**src/rtl/pass_engine.sv**
```systemverilog
// pass_engine
//   Runs one sequencer pass: picks up the one-hot pass select (forward 0,
//   forward 1, backward), walks that pass's buffer address range one beat
//   per enabled, unstalled cycle, and hands back the matching end strobe.
//
// Ports
//   clk_i, rst_i           clock (rising edge), async active-low reset
//   en_i                   global enable; low freezes all state and outputs
//   f0_pass_i/f1_pass_i/b_pass_i  pass select levels from the sequencer
//   stall_i                datapath back-pressure, blocks beat issue
//   addr_o                 current beat address
//   valid_o                beat issued this cycle
//   dir_o                  0 ascending (forward), 1 descending (backward)
//   pass_id_o              00 none, 01 f0, 10 f1, 11 b
//   f0_end_o/f1_end_o/b_end_o  pass-complete strobes
//   busy_o                 walking a range
//   err_o                  sticky: more than one select seen in IDLE
module pass_engine #(
    parameter int ADDR_W = 4,
    parameter int F0_LEN = 8,
    parameter int F1_LEN = 8,
    parameter int B_LEN  = 8
) (
    input  logic              clk_i,
    input  logic              rst_i,
    input  logic              en_i,
    input  logic              f0_pass_i,
    input  logic              f1_pass_i,
    input  logic              b_pass_i,
    input  logic              stall_i,
    output logic [ADDR_W-1:0] addr_o,
    output logic              valid_o,
    output logic              dir_o,
    output logic [1:0]        pass_id_o,
    output logic              f0_end_o,
    output logic              f1_end_o,
    output logic              b_end_o,
    output logic              busy_o,
    output logic              err_o
);

    localparam logic [1:0] S_IDLE = 2'd0;
    localparam logic [1:0] S_RUN  = 2'd1;
    localparam logic [1:0] S_DONE = 2'd2;
    localparam logic [1:0] S_HOLD = 2'd3;

    localparam logic [1:0] PID_NONE = 2'd0;
    localparam logic [1:0] PID_F0   = 2'd1;
    localparam logic [1:0] PID_F1   = 2'd2;
    localparam logic [1:0] PID_B    = 2'd3;

    // LEN may equal 2^ADDR_W, so LEN-1 is the largest value that still fits.
    localparam logic [ADDR_W-1:0] F0_LAST  = ADDR_W'(F0_LEN - 1);
    localparam logic [ADDR_W-1:0] F1_LAST  = ADDR_W'(F1_LEN - 1);
    localparam logic [ADDR_W-1:0] B_FIRST  = ADDR_W'(B_LEN - 1);
    localparam logic [ADDR_W-1:0] ADDR_ONE = ADDR_W'(1);

    logic [1:0]        state;
    logic [2:0]        sel;
    logic              sel_one_hot;
    logic              sel_multi;
    logic              lat_sel;
    logic [ADDR_W-1:0] last_addr;
    logic              at_last;

    assign sel         = {b_pass_i, f1_pass_i, f0_pass_i};
    assign sel_one_hot = (sel != 3'd0) && ((sel & (sel - 3'd1)) == 3'd0);
    assign sel_multi   = (sel != 3'd0) && !sel_one_hot;

    // Select level belonging to the pass currently owned by the engine.
    always_comb begin
        lat_sel = 1'b0;
        case (pass_id_o)
            PID_F0:  lat_sel = f0_pass_i;
            PID_F1:  lat_sel = f1_pass_i;
            PID_B:   lat_sel = b_pass_i;
            default: lat_sel = 1'b0;
        endcase
    end

    // Terminal address of the range; backward passes end at 0.
    always_comb begin
        last_addr = '0;
        case (pass_id_o)
            PID_F0:  last_addr = F0_LAST;
            PID_F1:  last_addr = F1_LAST;
            default: last_addr = '0;
        endcase
    end

    assign at_last = (addr_o == last_addr);

    always_ff @(posedge clk_i or negedge rst_i) begin
        if (!rst_i) begin
            state     <= S_IDLE;
            addr_o    <= '0;
            dir_o     <= 1'b0;
            pass_id_o <= PID_NONE;
            err_o     <= 1'b0;
        end else if (en_i) begin
            case (state)
                S_IDLE: begin
                    if (sel_one_hot) begin
                        state     <= S_RUN;
                        dir_o     <= b_pass_i;
                        addr_o    <= b_pass_i ? B_FIRST : '0;
                        pass_id_o <= b_pass_i  ? PID_B  :
                                     f1_pass_i ? PID_F1 : PID_F0;
                    end else if (sel_multi) begin
                        err_o <= 1'b1;
                    end
                end
                S_RUN: begin
                    if (!lat_sel) begin
                        // Abort: sequencer withdrew the pass mid-range.
                        state     <= S_IDLE;
                        addr_o    <= '0;
                        dir_o     <= 1'b0;
                        pass_id_o <= PID_NONE;
                    end else if (!stall_i) begin
                        // Last beat leaves the address in place so the
                        // counter can never wrap.
                        if (at_last)
                            state <= S_DONE;
                        else if (dir_o)
                            addr_o <= addr_o - ADDR_ONE;
                        else
                            addr_o <= addr_o + ADDR_ONE;
                    end
                end
                S_DONE: begin
                    state <= S_HOLD;
                end
                default: begin
                    // HOLD: wait for the select to drop so the same pass
                    // is never re-run off a lingering level.
                    if (!lat_sel) begin
                        state     <= S_IDLE;
                        addr_o    <= '0;
                        dir_o     <= 1'b0;
                        pass_id_o <= PID_NONE;
                    end
                end
            endcase
        end
    end

    // Beat issue must react to stall/enable in the same cycle; it does not
    // depend on the select inputs.
    assign valid_o  = (state == S_RUN) && en_i && !stall_i;
    assign busy_o   = (state == S_RUN);
    assign f0_end_o = (state == S_DONE) && (pass_id_o == PID_F0);
    assign f1_end_o = (state == S_DONE) && (pass_id_o == PID_F1);
    assign b_end_o  = (state == S_DONE) && (pass_id_o == PID_B);

endmodule

```
**config.mk**
```make
export PLATFORM = sky130hd
export DESIGN_NAME = pass_engine
export DESIGN_NICKNAME = d
export VERILOG_FILES = /design/src/rtl/pass_engine.sv
export SDC_FILE = /design/constraint.sdc
export NUM_CORES = 1
export LEC_CHECK = 0
export BUFFER_PORTS_ARGS = -buffer_cell sky130_fd_sc_hd__buf_2
export CAP_MARGIN = 15
export CORE_MARGIN = 3
export CORE_UTILIZATION = 46
export DETAILED_ROUTE_END_ITERATION = 7
export MAX_ROUTING_LAYER = met4
export PLACE_DENSITY = 0.74
export SLEW_MARGIN = 20
export SYNTH_ARGS = -nofsm -noshare
export SYNTH_HDL_FRONTEND = slang
export SYNTH_SLANG_ARGS = --single-unit
```
**constraint.sdc**
```tcl
create_clock -name clk_i -period 2 [get_ports clk_i]
set_input_delay 0.1 -clock clk_i [delete_from_list [all_inputs] [get_ports clk_i]]
set_output_delay 0.1 -clock clk_i [all_outputs]
set_load 0.005 [all_outputs]
```
==> impl_metrics.yaml <==
route:
  detailedRoute.firstPassIterationCount: 4
  vias_per_cell: 5.56
  initialDrtViolationCount: 11
  drc_errors: 0
  antenna_left: 0
  routed_wl_um: 2050
  wl_per_cell_um: 15.4
  dr_total_vias: 739
grt:
  grt_pass1_vias: 685
  grt_pass1_wl_um: 3040
  gr-total-overflow: 0
  global_route.usage.total_pct: 20.5
  antenna_found_initial: 0
  grt_max_degree: 11
floorplanning:
  die_area_um2: 2210
  dieHeight_um: 47.0
  std_cell_rows: 14
  design.portCount: 20
  die_w_um: 47.0
  starting_density_of_the_core_pct: 50.1
  placeableCoreArea_um2: 1540
flow_run:
  max_cap_violations: 0
synth:
  dominantRegCellSynth: "sky130_fd_sc_hd__dfrtp_1"
  synthesis.instances: 77
  ys_warn_count: 0
  synth_area_per_cell_um2: 10.0
  synth_async_sr_flop_share_pct: 100
  synth_area_um2: 772
  postSynthRegisterBits: 10
  synth.net_count: 91
  yosys.cell_types.count: 32
  ys_seq_area_share_pct: 32.4
  synth-edff-count: 0
setup_path:
  rr_startpoint: "pass_id_o[0]"
  worstSetupEndpointType: "register"
  r2r-end: "addr_o[1]"
  r2r_setup_slack_ns: -0.1
  crit_path_kind: "register to register"
  worstRegToRegCells: 7
  worstPathMaxFanout: 4
  worstPathArrival_ns: 2.25
  critical_path_required_ns: 2.16
  critical_path.startpoint_type: "register"
pwr:
  power_report.internal_total_uw: 999
  pwr-share-seq_pct: 21.4
  powerDensity_nw_per_um2: 1460
  netSwitchingFraction_pct: 40.3
  netSwitchingPower_uw: 674
  leakagePower_uw: 0.000588
  power.ir.vdd_worst_v: 0.000852
  share_clk_of_total_power_pct: 11.2
  combinationalPowerShare_pct: 67.3
cts:
  clock_pin_slew_of_the_registers_on_the_worst_case_setup_and_hold_paths_ns: 0.07
  cts_num_sinks: 10
  worstSkewPairLatency_ns: 0.27
  numCtsBuffers: 3
  cts_tree: "done"
  cts_htree_levels: 1
  cts.path.max_buffers: 2
  clock_tree.root_cell: "sky130_fd_sc_hd__clkbuf_4"
final_layout:
  nets: 132
  n_antenna_cell: 0
  final_cell_utilization_of_the_core_pct: 74.2
  areaGrowthSynthToFinish_pct: 48.1
  final_layout_size_suffix_gt1_share_pct: 55.6
hold_path:
  hold_path_sink: "state[1]"
  hold_crit_path_type: "primary input to register"
  holdPathStages: 2
  min-delay-start: "en_i"
outcome:
  failing_checks: "setup timing"
  status: "finished, violations left"
timing:
  slew_viol_final: 0
  max-slew-margin-rel_pct: 68.1
  fraction_of_the_cycle_the_final_worst_path_needs_pct: 105
  max_freq_ghz: 0.477
  report.final.setup_viol: 4
  period_needed_ns: 2.10
  worst-slew-pin-transition_ns: 0.473
  clock-skew-final_ns: 0.00314
  report.final.hold_viol_count: 0
  grt_setup_unrepaired: "true"
  final.setup.worst_slack_ns: -0.0962
placement:
  dp_slack_ns: -0.144
  gp_congestion: 0.845
  detailedPlacementHpwl_um: 1400
  numPortBuffers: 19
[through the flow]
stage	power, uW	TNS, ns	cells	hold slack (ns)	cell area, um^2
after global placement	1210	-0.303	120	-0.0232	975
final	1670	-0.368	133	0.0923	1140
after CTS	1530	-0.269	129	0.0708	1080
after global routing	1800	-0.737	133	0.0840	1140
after floorplan	934	-0.0609	77	-0.196	803
after detailed placement	1230	-0.503	120	-0.0187	975
[power by group through the flow]
stage          clock network (uW)  logic [uW]  registers, uW
5_1_grt                       209        1220            368
4_1_cts                       192         987            353
3_3_place_gp                    0         853            352
2_1_floorplan                   0         569            365
6_report                      188        1130            359
3_5_place_dp                    0         874            358
[cells by family after synthesis]
kind of cell	after synthesis	synth area share [%]
simple gates	23	18.5
compound gates	20	19.5
flops	10	32.4
fa+ha+maj	8	13.6
buf+inv	7	4.38
mux	6	8.27
xor+xnor	3	3.40
[critical path, stage by stage (launching register included)]
cell and delay [ns]:
sky130_fd_sc_hd__dfrtp_1 0.42, sky130_fd_sc_hd__inv_2 0.13, sky130_fd_sc_hd__ha_4 0.21, sky130_fd_sc_hd__or4_4 0.44, sky130_fd_sc_hd__a21oi_4 0.16, sky130_fd_sc_hd__a21oi_2 0.08
sky130_fd_sc_hd__o21ai_4 0.22, sky130_fd_sc_hd__mux2_4 0.32
[metal layers]
layer | wire [um] | up-vias | GRT usage [%]
met5 | 0 | - | -
met4 | 21 | 0 | 3.87
met3 | 98 | 2 | 6.90
met2 | 1050 | 22 | 33.1
met1 | 881 | 356 | 24.9
li1 | - | 359 | -
[cell usage after synthesis, drive strengths merged (2+ instances only)]
| cell | instances | area share, % |
|---|---|---|
| dfrtp | 10 | 32 |
| and2 | 5 | 4.1 |
| mux2 | 3 | 4.4 |
| nor2 | 2 | 0.97 |
| o21ai | 7 | 5.0 |
| inv | 6 | 2.9 |
| ha | 6 | 9.7 |
| xnor2 | 2 | 2.3 |
| nor3b | 2 | 1.9 |
| a21oi | 5 | 3.2 |
| mux2i | 3 | 3.9 |
| nand2 | 5 | 2.4 |
| nand3 | 2 | 1.3 |
| and3 | 2 | 1.9 |
| nor2b | 2 | 2.9 |
[layout make-up]
cell class	count	area [um^2]
clock buffers	4	36.3
fillers	108	398
inverters	6	22.5
multi-input cells	60	581
flip-flops and latches	10	251
well taps	16	20.0
repair buffers	37	233
[flip-flops by register name, summed over array words and instances, names as in the netlist]
register / flops
state: 2
pass_id_o: 2
dir_o: 1
addr_o: 4
err_o: 1
[layout by cell type (no fill, tap or decap), types with 2 or more instances in the layout]
master and instances:
sky130_fd_sc_hd__a21oi_1 2, sky130_fd_sc_hd__a21oi_2 2, sky130_fd_sc_hd__and2_1 5, sky130_fd_sc_hd__and3_2 2
sky130_fd_sc_hd__buf_2 19, sky130_fd_sc_hd__buf_4 17, sky130_fd_sc_hd__clkbuf_4 3, sky130_fd_sc_hd__dfrtp_1 9
sky130_fd_sc_hd__ha_1 3, sky130_fd_sc_hd__ha_4 2, sky130_fd_sc_hd__inv_1 4, sky130_fd_sc_hd__inv_2 2
sky130_fd_sc_hd__mux2_4 3, sky130_fd_sc_hd__mux2i_1 3, sky130_fd_sc_hd__nand2_1 5, sky130_fd_sc_hd__nand3_2 2
sky130_fd_sc_hd__o21ai_0 6, sky130_fd_sc_hd__xnor2_1 2
[repair_timing]
| item | in CTS | in global routing |
|---|---|---|
| pin swaps | 4 | 2 |
| buffers inserted | 4 | 4 |
| hold endpoints to repair | 10 | 0 |
| resized for setup | 5 | 8 |
| setup endpoints to repair | 4 | 8 |
| hold buffers | 1 | 0 |
[worst max path at each step]
stage | start | end | slack, ns | cells after the start
5_1_grt | pass_id_o[1] | addr_o[3] | -0.18 | 8
6_report | pass_id_o[0] | addr_o[1] | -0.1 | 7
2_1_floorplan | pass_id_o[0] | addr_o[3] | -0.04 | 7
4_1_cts | pass_id_o[0] | addr_o[3] | -0.08 | 8
3_3_place_gp | pass_id_o[1] | addr_o[3] | -0.11 | 7
3_5_place_dp | pass_id_o[1] | addr_o[3] | -0.14 | 7
No activity file was read; power rests on OpenSTA's default activity.
